<file path="src/rtl/ct_pack_if.sv">
// ct_pack_if: control, sub-unit and shared-RAM signals of the ciphertext pack sequencer
interface ct_pack_if;
  logic        start, busy, done, err;
  logic        enc_start, enc_done, enc_we;
  logic [9:0]  enc_addr;
  logic [7:0]  enc_di;
  logic [8:0]  enc_poly_addr;
  logic        cmp_start, cmp_done, cmp_we;
  logic [7:0]  cmp_addr, cmp_di;
  logic [8:0]  cmp_poly_addr;
  logic [10:0] ct_addr;
  logic [7:0]  ct_di;
  logic        ct_we;
  logic [8:0]  poly_addr;
  logic        poly_sel;
  modport master(
    input  start, enc_done, enc_addr, enc_di, enc_we, enc_poly_addr,
           cmp_done, cmp_addr, cmp_di, cmp_we, cmp_poly_addr,
    output busy, done, err, enc_start, cmp_start, ct_addr, ct_di, ct_we, poly_addr, poly_sel
  );
  modport slave(
    output start, enc_done, enc_addr, enc_di, enc_we, enc_poly_addr,
           cmp_done, cmp_addr, cmp_di, cmp_we, cmp_poly_addr,
    input  busy, done, err, enc_start, cmp_start, ct_addr, ct_di, ct_we, poly_addr, poly_sel
  );
endinterface

</file>
<file path="src/rtl/ct_pack_sequencer.sv">
// ct_pack_sequencer: runs encoder then compressor over shared RAM ports, checks write counts
module ct_pack_sequencer #(
  parameter int ENC_BYTES = 896,
  parameter int CMP_BYTES = 192,
  parameter int CMP_BASE  = 896,
  parameter int TIMEOUT   = 4096
) (
  input logic clk,
  input logic rst,
  ct_pack_if.master bus
);
  localparam int TW = $clog2(TIMEOUT);
  typedef enum logic [2:0] {IDLE, ENC_GO, ENC_RUN, CMP_GO, CMP_RUN, FINISH} state_t;
  state_t state, state_n;
  logic [10:0] cnt, cnt_n, cnt_inc, exp_bytes;
  logic [TW-1:0] tmr, tmr_n;
  logic err_q, err_n, we_run, done_run, enc_ph, cmp_ph;
  assign enc_ph = state == ENC_GO || state == ENC_RUN;
  assign cmp_ph = state == CMP_GO || state == CMP_RUN;
  always_ff @(posedge clk) begin
    if (rst) begin
      state <= IDLE;
      cnt   <= '0;
      tmr   <= '0;
      err_q <= 1'b0;
    end else begin
      state <= state_n;
      cnt   <= cnt_n;
      tmr   <= tmr_n;
      err_q <= err_n;
    end
  end
  always_comb begin
    we_run    = state == ENC_RUN ? bus.enc_we : state == CMP_RUN ? bus.cmp_we : 1'b0;
    done_run  = state == ENC_RUN ? bus.enc_done : state == CMP_RUN ? bus.cmp_done : 1'b0;
    exp_bytes = state == ENC_RUN ? 11'(ENC_BYTES) : 11'(CMP_BYTES);
    cnt_inc   = (&cnt) ? cnt : cnt + {10'd0, we_run};
    state_n   = state;
    cnt_n     = cnt;
    tmr_n     = tmr;
    err_n     = err_q;
    case (state)
      IDLE: if (bus.start) begin
        state_n = ENC_GO;
        cnt_n   = '0;
        tmr_n   = '0;
        err_n   = 1'b0;
      end
      ENC_GO: state_n = ENC_RUN;
      CMP_GO: state_n = CMP_RUN;
      ENC_RUN, CMP_RUN: begin
        cnt_n = cnt_inc;
        tmr_n = tmr + TW'(1);
        // the write coincident with done is already folded into cnt_inc
        if (done_run) begin
          err_n   = err_q | (cnt_inc != exp_bytes);
          cnt_n   = '0;
          tmr_n   = '0;
          state_n = state == ENC_RUN ? CMP_GO : FINISH;
        end else if (tmr == TW'(TIMEOUT - 1)) begin
          err_n   = 1'b1;
          state_n = FINISH;
        end
      end
      FINISH: state_n = IDLE;
      default: state_n = IDLE;
    endcase
  end
  always_comb begin
    bus.busy      = state != IDLE;
    bus.done      = state == FINISH;
    bus.err       = err_q;
    bus.enc_start = state == ENC_GO;
    bus.cmp_start = state == CMP_GO;
    bus.ct_we     = enc_ph ? bus.enc_we : cmp_ph & bus.cmp_we;
    bus.ct_addr   = enc_ph ? {1'b0, bus.enc_addr} : cmp_ph ? 11'(CMP_BASE) + {3'd0, bus.cmp_addr} : '0;
    bus.ct_di     = enc_ph ? bus.enc_di : cmp_ph ? bus.cmp_di : '0;
    bus.poly_addr = enc_ph ? bus.enc_poly_addr : cmp_ph ? bus.cmp_poly_addr : '0;
    bus.poly_sel  = cmp_ph;
  end
endmodule

</file>
<file path="src/flat_wrapper.sv">
// flat-port wrapper written by rule: the top's interface ports become plain ports
module ct_pack_sequencer_flat 
#(
  parameter int ENC_BYTES = 896,
  parameter int CMP_BYTES = 192,
  parameter int CMP_BASE  = 896,
  parameter int TIMEOUT   = 4096
)
  (clk, rst, bus_start, bus_enc_done, bus_enc_addr, bus_enc_di, bus_enc_we, bus_enc_poly_addr, bus_cmp_done, bus_cmp_addr, bus_cmp_di, bus_cmp_we, bus_cmp_poly_addr, bus_busy, bus_done, bus_err, bus_enc_start, bus_cmp_start, bus_ct_addr, bus_ct_di, bus_ct_we, bus_poly_addr, bus_poly_sel);
  ct_pack_if bus_i ();
  input logic clk;
  input logic rst;
  input wire logic [$bits(bus_i.start)-1:0] bus_start;
  input wire logic [$bits(bus_i.enc_done)-1:0] bus_enc_done;
  input wire logic [$bits(bus_i.enc_addr)-1:0] bus_enc_addr;
  input wire logic [$bits(bus_i.enc_di)-1:0] bus_enc_di;
  input wire logic [$bits(bus_i.enc_we)-1:0] bus_enc_we;
  input wire logic [$bits(bus_i.enc_poly_addr)-1:0] bus_enc_poly_addr;
  input wire logic [$bits(bus_i.cmp_done)-1:0] bus_cmp_done;
  input wire logic [$bits(bus_i.cmp_addr)-1:0] bus_cmp_addr;
  input wire logic [$bits(bus_i.cmp_di)-1:0] bus_cmp_di;
  input wire logic [$bits(bus_i.cmp_we)-1:0] bus_cmp_we;
  input wire logic [$bits(bus_i.cmp_poly_addr)-1:0] bus_cmp_poly_addr;
  output wire logic [$bits(bus_i.busy)-1:0] bus_busy;
  output wire logic [$bits(bus_i.done)-1:0] bus_done;
  output wire logic [$bits(bus_i.err)-1:0] bus_err;
  output wire logic [$bits(bus_i.enc_start)-1:0] bus_enc_start;
  output wire logic [$bits(bus_i.cmp_start)-1:0] bus_cmp_start;
  output wire logic [$bits(bus_i.ct_addr)-1:0] bus_ct_addr;
  output wire logic [$bits(bus_i.ct_di)-1:0] bus_ct_di;
  output wire logic [$bits(bus_i.ct_we)-1:0] bus_ct_we;
  output wire logic [$bits(bus_i.poly_addr)-1:0] bus_poly_addr;
  output wire logic [$bits(bus_i.poly_sel)-1:0] bus_poly_sel;
  assign bus_i.start = bus_start;
  assign bus_i.enc_done = bus_enc_done;
  assign bus_i.enc_addr = bus_enc_addr;
  assign bus_i.enc_di = bus_enc_di;
  assign bus_i.enc_we = bus_enc_we;
  assign bus_i.enc_poly_addr = bus_enc_poly_addr;
  assign bus_i.cmp_done = bus_cmp_done;
  assign bus_i.cmp_addr = bus_cmp_addr;
  assign bus_i.cmp_di = bus_cmp_di;
  assign bus_i.cmp_we = bus_cmp_we;
  assign bus_i.cmp_poly_addr = bus_cmp_poly_addr;
  assign bus_busy = bus_i.busy;
  assign bus_done = bus_i.done;
  assign bus_err = bus_i.err;
  assign bus_enc_start = bus_i.enc_start;
  assign bus_cmp_start = bus_i.cmp_start;
  assign bus_ct_addr = bus_i.ct_addr;
  assign bus_ct_di = bus_i.ct_di;
  assign bus_ct_we = bus_i.ct_we;
  assign bus_poly_addr = bus_i.poly_addr;
  assign bus_poly_sel = bus_i.poly_sel;
  ct_pack_sequencer #(.ENC_BYTES(ENC_BYTES), .CMP_BYTES(CMP_BYTES), .CMP_BASE(CMP_BASE), .TIMEOUT(TIMEOUT)) u_core (.clk(clk), .rst(rst), .bus(bus_i));
endmodule
</file>
<file path="config.mk">
export PLATFORM = sky130hd
export DESIGN_NAME = ct_pack_sequencer_flat
export DESIGN_NICKNAME = d
export VERILOG_FILES = /design/src/rtl/ct_pack_if.sv /design/src/rtl/ct_pack_sequencer.sv /design/src/flat_wrapper.sv
export SDC_FILE = /design/constraint.sdc
export NUM_CORES = 1
export LEC_CHECK = 0
export BUFFER_PORTS_ARGS = -buffer_cell sky130_fd_sc_hd__buf_2
export CAP_MARGIN = 30
export CORE_MARGIN = 8
export CORE_UTILIZATION = 41
export CTS_CLUSTER_SIZE = 28
export DETAILED_ROUTE_END_ITERATION = 12
export GPL_ROUTABILITY_DRIVEN = 0
export PLACE_DENSITY = 0.84
export SYNTH_ARGS = -nofsm -noshare
export SYNTH_HDL_FRONTEND = slang
export SYNTH_SLANG_ARGS = --single-unit
</file>
<file path="constraint.sdc">
create_clock -name clk -period 2.6 [get_ports clk]
set_input_delay 0.13 -clock clk [delete_from_list [all_inputs] [get_ports clk]]
set_output_delay 0.13 -clock clk [all_outputs]
set_load 0.05 [all_outputs]
</file>
==> run summary <==
The number of nets produced by synthesis is 306. The first global-routing pass estimated 10100 microns of wire. Summed over all cells, the static leakage comes to 1.10 nW.

The post-synthesis average cell area is 7.57 sq um. The share of synthesized flip-flops with an asynchronous set or reset came out at 0%. The number of instances in the synthesized netlist is 244. The worst hold path belongs to the class input port to flop.

Of all nets on the critical path, the largest fanout is 4. The detailed router finished its first iteration with 250 violations. The share of total power in combinational logic came out at 47.0%. The post-synthesis cell area came out at 0.00185 sq mm. At the pin with the least slew margin, the transition time is 0.438 ns. The minimum setup slack among reg-to-reg paths came out at 0.21 ns. The post-route clock skew came out at 0.00477 ns. In the layout the commonest cells are buf_2, nor2_1, dfxtp_1. The non-filler instance count after layout is 383. The library cell used most frequently in the layout, excluding fill and tap cells, is buf_2.

Detailed placement finished with a half-perimeter wire length of 4720 microns. The relative area change from synthesis to final layout is 31.2%. The reported max-cap violation count is 0. The number of standard-cell rows in the floorplan came out at 24.

The total via count after detailed routing is 2180. The number of different library cells in the post-synthesis netlist is 45. No sink is reached through more buffers than the 2 on the longest clock path. The ratio of routed vias to standard cells came out at 5.69. The worst setup path is of the flop to flop kind.

The critical path ends at u_core.bus.err$_SDFFE_PP0P_. The count of final max-slew check failures came out at 0. The floorplan step set the die height to 83.1 microns. In this run, post-CTS hold repair placed 0 buffers. The worst hold slack is 0.138 ns. The number of antenna violations at the first check in global routing came to 0.

The final wirelength is 5900 microns. The share of cells above drive strength 1 is 34.4%. The die width is 83.1 microns.

The share of total power in sequential cells is 33.9%. Across the VDD grid, the largest voltage drop is 0.000353 V. Of the total power, the share spent switching nets is 45.3%. The largest net degree at the start of global routing is 29.

The final-layout fill cell count is 401. Setup violations remaining at the end of the flow were counted as 0. The proportion of synthesized chip area in sequential cells came out at 29.3%.

The die footprint came out at 0.00691 sq mm. The length in cells of the worst reg-to-reg path is 11. The net switching power came out at 0.000581 W. The tightest slew margin relative to the limit came out at 70.6%. In this run the critical register-to-register path is launched from u_core.state[1]$_SDFFE_PP0P_. The capturing point of the worst reg2reg path is u_core.bus.err$_SDFFE_PP0P_. Among all flip-flop cells after synthesis, the most frequent one is dfxtp_1.

The number of hold violations in the final report is 0. After global routing the overflow that remains totals 0. The synthesized design contains 27 register bits. The core footprint came out at 0.00435 sq mm. Adding up every negative setup slack in the final design gives 0 ns.

The endpoint required time on the critical path is 2.76 ns. Buffers inserted during clock tree synthesis total 3. The arrival time of data at the critical path endpoint is 2.56 ns.

The worst setup path is launched from a flop. The number of top-level pins came out at 94. The number of instances in the placed design is 379. The number of optimization iterations in the first detailed-route pass is 4. Setup repair after global routing left no endpoint under its margin. The flow ran to the end, and the final reports show no timing, DRC or antenna violations. The minimum clock period is 2.39 ns. The clock power share came out at 19.0%. For this run, the total global-route usage over all layers was measured as 16.6%. The net count of the finished layout is 394. The period utilization is 92.1%. The critical path starts at u_core.state[1]$_SDFFE_PP0P_.

The highest clock frequency the design can meet came out at 418 MHz. CTS built an H-tree with a depth of 1. The number of global-route vias before repair came to 2013. The internal power of the cells came out at 0.000703 W. The number of buffers inserted by port buffering is 93. The count of nets left with antenna violations after detail routing came out at 0. The tree is rooted in a clkbuf_8. The later-pin clock latency in the skew report came out at 0.27 ns. The number of remaining DRC errors is 0. After clock tree synthesis, the clock-pin slew on the worst setup and hold paths is 0.10 ns. Counting every sink on the clock net gives 27. Power spread over the standard cell area amounts to 530 mW/mm^2.

The initial standard-cell utilization of the core came out at 42.4%. The total number of yosys warnings is 0. The antenna diode count is 0. The number of flops mapped to enable cells by yosys came out at 0.

The detail-routed net length per standard cell is 15.4 microns. STA classifies the critical path endpoint as a flop. TritonCTS built the clock tree.
[worst min-delay path by stage]
stage	to	startpoint	slack, ns	cells past startpoint
2_1_floorplan	u_core.bus.err$_SDFFE_PP0P_	bus_start	0.30	2
3_3_place_gp	u_core.bus.err$_SDFFE_PP0P_	bus_start	0.42	3
3_5_place_dp	u_core.bus.err$_SDFFE_PP0P_	bus_start	0.42	3
4_1_cts	u_core.bus.err$_SDFFE_PP0P_	bus_start	0.13	3
5_1_grt	u_core.bus.err$_SDFFE_PP0P_	bus_start	0.14	3
6_report	u_core.bus.err$_SDFFE_PP0P_	bus_start	0.14	3
[area by class of cell]
class / instances / area, sq um / share of cell area, %
sequential: 27 / 542 / 22.4
timing repair buffer: 100 / 518 / 21.4
clock buffer: 3 / 41.3 / 1.70
clock inverter: 1 / 7.51 / 0.310
tap: 52 / 65.1 / 2.69
inverter: 6 / 22.5 / 0.930
multi-input combinational: 194 / 1230 / 50.6
[worst max-delay path, cell delays in order (launching register included)]
cell,delay [ns]
dfxtp_1,0.38
nor2b_4,0.19
a22oi_1,0.10
nor2_1,0.12
ha_1,0.22
ha_1,0.18
and4_1,0.26
nand4_1,0.13
mux2i_1,0.18
or3_1,0.32
mux2i_1,0.13
a31oi_1,0.08
[what timing repair did]
action / CTS / global route
endpoints found under the setup margin: 0 / 2
buffers inserted: 0 / 0
gates resized for setup: 0 / 5
[metrics by stage]
stage	worst slack (ns)	total power, W	util, %	area [sq um]
floorplan	0.0242	0.000890	-	1850
global placement	0.287	0.00104	54.1	2360
detailed placement	0.177	0.00105	54.1	2360
CTS	0.153	0.00129	55.3	2410
global route	0.0213	0.00135	55.6	2420
finish	0.206	0.00128	55.6	2420
[power groups by stage]
stage               logic, W  registers (W)  clock network [W]
global route        0.000644       0.000438           0.000268
floorplan           0.000445       0.000445                  0
detailed placement  0.000605       0.000444                  0
CTS                 0.000606       0.000434           0.000248
finish              0.000604       0.000436           0.000244
global placement    0.000600       0.000443                  0
[Yosys cell counts, types with 6 or more instances]
library cell  number  area (sq um)
nor2_1            29           109
dfxtp_1           27           541
a22o_1            25           219
nand2_1           23          86.3
a21oi_1           15          75.1
buf_2             10          50.1
nand4_1            9          56.3
nor3_1             9          45.0
o21ai_0            7          35.0
a31oi_1            6          37.5
clkbuf_1           6          22.5
o21ai_1            6          30.0
xor2_1             6          52.6
[registers in the layout, indices dropped and copies added (netlist names)]
register	cells
u_core.bus.err	1
u_core.cnt	11
u_core.state	3
u_core.tmr	12
[logic make-up after synthesis]
kind of cell / after synthesis / share of synthesized area [%]
AOI/OAI and AO/OA: 81 / 31.0
xor gates and xnor gates: 10 / 4.74
DFF: 27 / 29.3
adders and majority gates: 3 / 2.03
muxes: 3 / 1.63
buffers and inverters: 23 / 5.35
and+or+nand+nor: 97 / 26.0
[per-layer routing]
| metal | vias up | track usage (%) | share of wire, % |
|---|---|---|---|
| met2 | 101 | 28.6 | 49 |
| met4 | 0 | 2.24 | 0.27 |
| met5 | - | 0 | 0 |
| met1 | 997 | 20.4 | 42 |
| li1 | 1080 | - | - |
| met3 | 2 | 4.69 | 8.9 |
Note: power is estimated with default switching activity, not from simulation.
